[config.mk]
export PLATFORM = sky130hd
export DESIGN_NAME = kbd_joypad
export DESIGN_NICKNAME = d
export VERILOG_FILES = /design/src/rtl/kbd_joypad.sv
export SDC_FILE = /design/constraint.sdc
export NUM_CORES = 1
export LEC_CHECK = 0
export CAP_MARGIN = 20
export CORE_MARGIN = 3
export CORE_UTILIZATION = 25
export DETAILED_ROUTE_END_ITERATION = 8
export PLACE_DENSITY_LB_ADDON = 0.15
export SLEW_MARGIN = 40
export SYNTH_ARGS = -nofsm -noshare
export SYNTH_HDL_FRONTEND = slang
export SYNTH_SLANG_ARGS = --single-unit
[constraint.sdc]
create_clock -name clock -period 3 [get_ports clock]
set_input_delay 0.3 -clock clock [delete_from_list [all_inputs] [get_ports clock]]
set_output_delay 0.3 -clock clock [all_outputs]
set_load 0.02 [all_outputs]
[src/rtl/kbd_joypad.sv]
// PS/2 set-2 scan bytes -> up to two NES pads with $4016/$4017 strobe/serial read; optional turbo under KBD_JOYPAD_TURBO_EN.
// Latency: joy_state updates 1 clock after the completing ps2_data_clk; joy_bit shifts 1 clock after rd.
// Backpressure: none; every ps2_data_clk byte is consumed, and rd/strobe act every cycle.
module kbd_joypad #(
    parameter int PLAYERS      = 2,
    parameter bit SOCD_NEUTRAL = 1'b1,
    parameter int TURBO_DIV    = 833333
) (
    input  logic                   clock,
    input  logic                   reset_n,
    input  logic [7:0]             ps2_data,
    input  logic                   ps2_data_clk,
    input  logic                   strobe,
    input  logic [PLAYERS-1:0]     rd,
    output logic [PLAYERS-1:0]     joy_bit,
    output logic [8*PLAYERS-1:0]   joy_state
);

    typedef enum logic [2:0] {
        S_IDLE,
        S_EXT,
        S_BRK,
        S_EXT_BRK,
        S_SKIP
    } dec_state_t;

    dec_state_t  state, state_nxt;
    logic [2:0]  skip_cnt, skip_cnt_nxt;
    logic        do_make, do_brk;
    logic        fake_shift;
    logic [4:0]  key;
    logic [15:0] btn, btn_nxt;
    logic [15:0] clean_nxt;
    logic [1:0]  turbo_nxt;
    logic        phase_nxt;

    // {hit, pad, button index}; E0-prefixed codes share the plain map
    function automatic logic [4:0] key_map(input logic [7:0] code);
        case (code)
            8'h1A:   key_map = 5'b1_0_000;
            8'h22:   key_map = 5'b1_0_001;
            8'h21:   key_map = 5'b1_0_010;
            8'h2A:   key_map = 5'b1_0_011;
            8'h75:   key_map = 5'b1_0_100;
            8'h72:   key_map = 5'b1_0_101;
            8'h6B:   key_map = 5'b1_0_110;
            8'h74:   key_map = 5'b1_0_111;
            8'h42:   key_map = 5'b1_1_000;
            8'h4B:   key_map = 5'b1_1_001;
            8'h31:   key_map = 5'b1_1_010;
            8'h3A:   key_map = 5'b1_1_011;
            8'h1D:   key_map = 5'b1_1_100;
            8'h1B:   key_map = 5'b1_1_101;
            8'h1C:   key_map = 5'b1_1_110;
            8'h23:   key_map = 5'b1_1_111;
            default: key_map = 5'b0_0_000;
        endcase
    endfunction

    assign key        = key_map(ps2_data);
    assign fake_shift = (ps2_data == 8'h12) || (ps2_data == 8'h59);

    always_comb begin
        state_nxt    = state;
        skip_cnt_nxt = skip_cnt;
        do_make      = 1'b0;
        do_brk       = 1'b0;
        if (ps2_data_clk) begin
            case (state)
                S_IDLE: begin
                    if (ps2_data == 8'hE0) begin
                        state_nxt = S_EXT;
                    end else if (ps2_data == 8'hF0) begin
                        state_nxt = S_BRK;
                    end else if (ps2_data == 8'hE1) begin
                        state_nxt    = S_SKIP;
                        skip_cnt_nxt = 3'd7;
                    end else begin
                        do_make = 1'b1;
                    end
                end
                S_EXT: begin
                    state_nxt = S_IDLE;
                    if (ps2_data == 8'hF0) begin
                        state_nxt = S_EXT_BRK;
                    end else if (!fake_shift) begin
                        do_make = 1'b1;
                    end
                end
                S_BRK: begin
                    state_nxt = S_IDLE;
                    do_brk    = 1'b1;
                end
                S_EXT_BRK: begin
                    state_nxt = S_IDLE;
                    do_brk    = !fake_shift;
                end
                S_SKIP: begin
                    // Pause: E1 plus seven trailing bytes, none of which reach the keymap
                    if (skip_cnt == 3'd1) begin
                        state_nxt = S_IDLE;
                    end else begin
                        skip_cnt_nxt = skip_cnt - 3'd1;
                    end
                end
                default: state_nxt = S_IDLE;
            endcase
        end
    end

    always_comb begin
        btn_nxt = btn;
        if ((do_make || do_brk) && key[4] && (int'(key[3]) < PLAYERS)) begin
            btn_nxt[key[3:0]] = do_make;
        end
    end

`ifdef KBD_JOYPAD_TURBO_EN
    localparam int TCW = $clog2(TURBO_DIV + 1);

    logic [TCW-1:0] tcnt;
    logic           phase;
    logic [1:0]     turbo;
    logic           tc_wrap;

    assign tc_wrap = (tcnt == TCW'(TURBO_DIV - 1));

    always_comb begin
        turbo_nxt = turbo;
        if (do_make && ps2_data == 8'h05) begin
            turbo_nxt[0] = ~turbo[0];
        end
        if (do_make && ps2_data == 8'h06 && PLAYERS > 1) begin
            turbo_nxt[1] = ~turbo[1];
        end
        phase_nxt = tc_wrap ? ~phase : phase;
    end

    always_ff @(posedge clock or negedge reset_n) begin
        if (!reset_n) begin
            tcnt  <= '0;
            phase <= 1'b0;
            turbo <= 2'b00;
        end else begin
            tcnt  <= tc_wrap ? '0 : tcnt + 1'b1;
            phase <= phase_nxt;
            turbo <= turbo_nxt;
        end
    end
`else
    assign turbo_nxt = 2'b00;
    assign phase_nxt = 1'b0;
`endif

    // Cleaning runs on next-state buttons so joy_state lands one clock after the byte
    always_comb begin
        clean_nxt = btn_nxt;
        for (int p = 0; p < 2; p++) begin
            if (SOCD_NEUTRAL) begin
                if (clean_nxt[p*8+4] && clean_nxt[p*8+5]) begin
                    clean_nxt[p*8+4] = 1'b0;
                    clean_nxt[p*8+5] = 1'b0;
                end
                if (clean_nxt[p*8+6] && clean_nxt[p*8+7]) begin
                    clean_nxt[p*8+6] = 1'b0;
                    clean_nxt[p*8+7] = 1'b0;
                end
            end
            if (turbo_nxt[p]) begin
                clean_nxt[p*8 +: 2] = clean_nxt[p*8 +: 2] & {2{phase_nxt}};
            end
        end
    end

    always_ff @(posedge clock or negedge reset_n) begin
        if (!reset_n) begin
            state     <= S_IDLE;
            skip_cnt  <= 3'd0;
            btn       <= 16'h0000;
            joy_state <= '0;
        end else begin
            state     <= state_nxt;
            skip_cnt  <= skip_cnt_nxt;
            btn       <= btn_nxt;
            joy_state <= clean_nxt[8*PLAYERS-1:0];
        end
    end

    for (genvar g = 0; g < PLAYERS; g++) begin : g_pad
        logic [7:0] shreg;

        // Loads only while strobe is high, so key changes cannot disturb a read in progress
        always_ff @(posedge clock or negedge reset_n) begin
            if (!reset_n) begin
                shreg <= 8'h00;
            end else if (strobe) begin
                shreg <= joy_state[g*8 +: 8];
            end else if (rd[g]) begin
                shreg <= {1'b1, shreg[7:1]};
            end
        end

        assign joy_bit[g] = strobe ? joy_state[g*8] : shreg[0];
    end

endmodule

==> qor.yml <==
worst_setup_path:
  r2r_setup_slack_ns: 0.65
  reg2regPathDepth: 7
  r2r_end: "joy_state[5]"
  start_kind: "primary input"
  arrival_ns: 2.70
  cp-end-kind: "flip-flop"
  required_ns: 3.17
  path_class: "primary input to flip-flop"
  crit_chain: "clkdlybuf4s50_1, and4b_1, o211a_1, a221o_1, a2111oi_4, buf_4, mux2i_1, nand2_1"
  slowest_stage: "clkdlybuf4s50_1"
  worstReg2RegStart: "state[1]"
  cp_max_fo: 7
  max_stage_delay_ns: 0.52
sta:
  fin_crit_ns: 2.53
  slew_violations: 0
  fmax_mhz: 396
  tightestPinTransition_ns: 0.612
  hold_ws_ns: 0.0260
  tns_ns: 0
  layout_setup_ws_ns: 0.475
  fin_skew_ns: 0.00546
  rsz0062_at_grt: "no"
  finalSetupViolations: 0
  min_period_over_period_pct: 84.2
  relSlewSlack_pct: 59.2
  hold_viol: 0
placement:
  port_buffers: 31
  place_ws_ns: 0.159
  placed_cells: 488
  dpl.hpwl_mm: 5.34
  gp_congestion: 0.934
layout:
  diodes: 0
  layout.nets: 371
  layout.cells.non_filler: 496
  mostFrequentLayoutCells: "dfrtp_1, buf_4, clkdlybuf4s50_1, nand2_1"
  area_growth_pct: 26.1
  layout_commonest_cell: "dfrtp_1"
  drive_above_1_share_pct: 16.0
pwr:
  p_leak_uw: 0.00158
  power.density_nw_per_um2: 474
  irDropWorstVdd_mv: 0.257
  p_sw_share_pct: 28.6
  switchingPower_uw: 492
  clockPowerShare_pct: 36.7
  internal_power_uw: 1230
  seq_power_share_pct: 41.0
  p_comb_share_pct: 22.3
drt:
  drcViolationCount: 0
  vias_per_cell: 4.87
  wl_met2_mm: 3.09
  wl_per_cell_um: 13.9
  wl_met3_um: 314
  drt_iter0_drc: 78
  wl_met1_mm: 3.35
  ant_nets: 0
  routed.top_layer: "met4"
  wl_mm: 6.87
  drt_pass1_iterations: 5
  vias: 2414
global_routing:
  grt_overflow_total: 0
  antenna_found_initial: 0
  track_usage_pct: 11.1
  grt_pass1_wl_mm: 11.8
  first_global_vias: 2345
  grt_max_degree: 27
synthesis:
  synth_cells: 313
  ys_ff_latch: 46
  syn_area_um2: 2880
  ys_types: 59
  ys_seq_area_share_pct: 39.9
  syn-num-nets: 329
  ys.flop_type: "dfrtp_1"
  async_reset_ff_share_pct: 100
  synth.yosys.warnings: 0
  synth_edf_count: 0
  syn_avg_cell_area_um2: 9.21
clocking:
  post-cts-setup-buffers: 0
  clock-sinks: 46
  cts_buffers: 5
  cts_buffer_depth: 2
  tritoncts: "built"
  clock_latency_ns: 0.29
  clock_tree.root_cell: "clkbuf_16"
  h-tree-depth: 2
  clk_pin_slew_ns: 0.06
  cts_resized: 0
  post_cts_hold_buffer_count: 0
die:
  fp.coreArea_um2: 11000
  row_count: 38
  fp.dieH_um: 113
  die_area_um2: 12900
  pin_count: 32
  start_util_pct: 26.1
  dieWidth_um: 113
job:
  drv_cap: 0
status:
  status: "complete, no violations"
worst_hold_path:
  hold_path.class: "primary input to asynchronous set/reset pin"
critical path: cells and delay by family:
kind | cells | cell delay [ns]
simple gates | 2 | 0.33
compound gates | 3 | 1.16
buf+inv | 2 | 0.72
mux | 1 | 0.17
layer usage:
layer,vias to the layer above,global-route usage (%)
li1,1225,-
met1,1131,15.1
met2,45,17.9
met3,13,2.55
met4,0,3.04
met5,-,0
registers in the layout, indices dropped and copies added, names as in the netlist:
signal	cells
state	3
joy_state	8
g_pad.shreg	16
btn	16
skip_cnt	3
worst max path at each step:
stage	startpoint	end	slack, ns	cells after the start
after CTS	ps2_data[6]	joy_state[5]	0.46	8
final	ps2_data[6]	joy_state[5]	0.47	8
after detailed placement	ps2_data[6]	joy_state[5]	0.16	8
after global routing	ps2_data[0]	joy_state[5]	0.33	8
after floorplan	ps2_data[1]	btn[4]	0.77	7
after global placement	ps2_data[0]	joy_state[5]	0.21	8
layout make-up:
type | count | area [um2]
inverter | 15 | 56.3
clock buffer | 5 | 125
multi-input combinational | 222 | 1510
sequential | 46 | 1150
tap | 140 | 175
clock inverter | 3 | 43.8
fill | 1211 | 7400
timing repair buffer | 65 | 573
Yosys cell counts, drive strengths merged (2+ instances only):
master | n | area [um2]
a211o | 5 | 43.8
a211oi | 3 | 27.5
a21boi | 3 | 22.5
a21oi | 8 | 40.0
a31oi | 6 | 37.5
a41oi | 2 | 17.5
and2 | 2 | 12.5
buf | 21 | 131
clkbuf | 9 | 33.8
dfrtp | 46 | 1150
ha | 2 | 25.0
inv | 15 | 56.3
mux2 | 8 | 93.8
mux2i | 20 | 200
nand2 | 28 | 108
nand2b | 6 | 37.5
nand3 | 17 | 85.1
nand3b | 4 | 30.0
nand4 | 13 | 81.3
nor2 | 21 | 78.8
nor2b | 4 | 25.0
nor3 | 5 | 25.0
nor3b | 2 | 15.0
nor4 | 5 | 31.3
nor4b | 2 | 17.5
o211a | 2 | 20.0
o21a | 2 | 15.0
o21ai | 23 | 115
o41a | 2 | 22.5
or3b | 6 | 52.6
or4bb | 2 | 22.5
per-stage QoR:
stage / power (uW) / instance area (um2) / utilization [%]
2_1_floorplan: 951 / 2880 / -
3_3_place_gp: 1110 / 3470 / 31.4
3_5_place_dp: 1110 / 3470 / 31.4
4_1_cts: 1750 / 3630 / 33.0
5_1_grt: 1820 / 3630 / 33.0
6_report: 1720 / 3630 / 33.0
power by group through the flow:
stage / combinational [uW] / sequential (uW) / clock (uW)
floorplan: 240 / 711 / 0
global placement: 388 / 717 / 0
detailed placement: 391 / 718 / 0
CTS: 391 / 706 / 658
global route: 432 / 712 / 673
finish: 384 / 706 / 633
cell families after synthesis:
| logic type | after synthesis | share of synthesized area (%) |
|---|---|---|
| mux | 28 | 10.2 |
| fa+ha+maj | 2 | 0.868 |
| simple gates | 124 | 23.6 |
| compound gates | 68 | 17.8 |
| buf+inv | 45 | 7.68 |
| flops | 46 | 39.9 |
Note: power is estimated with default switching activity, not from simulation.
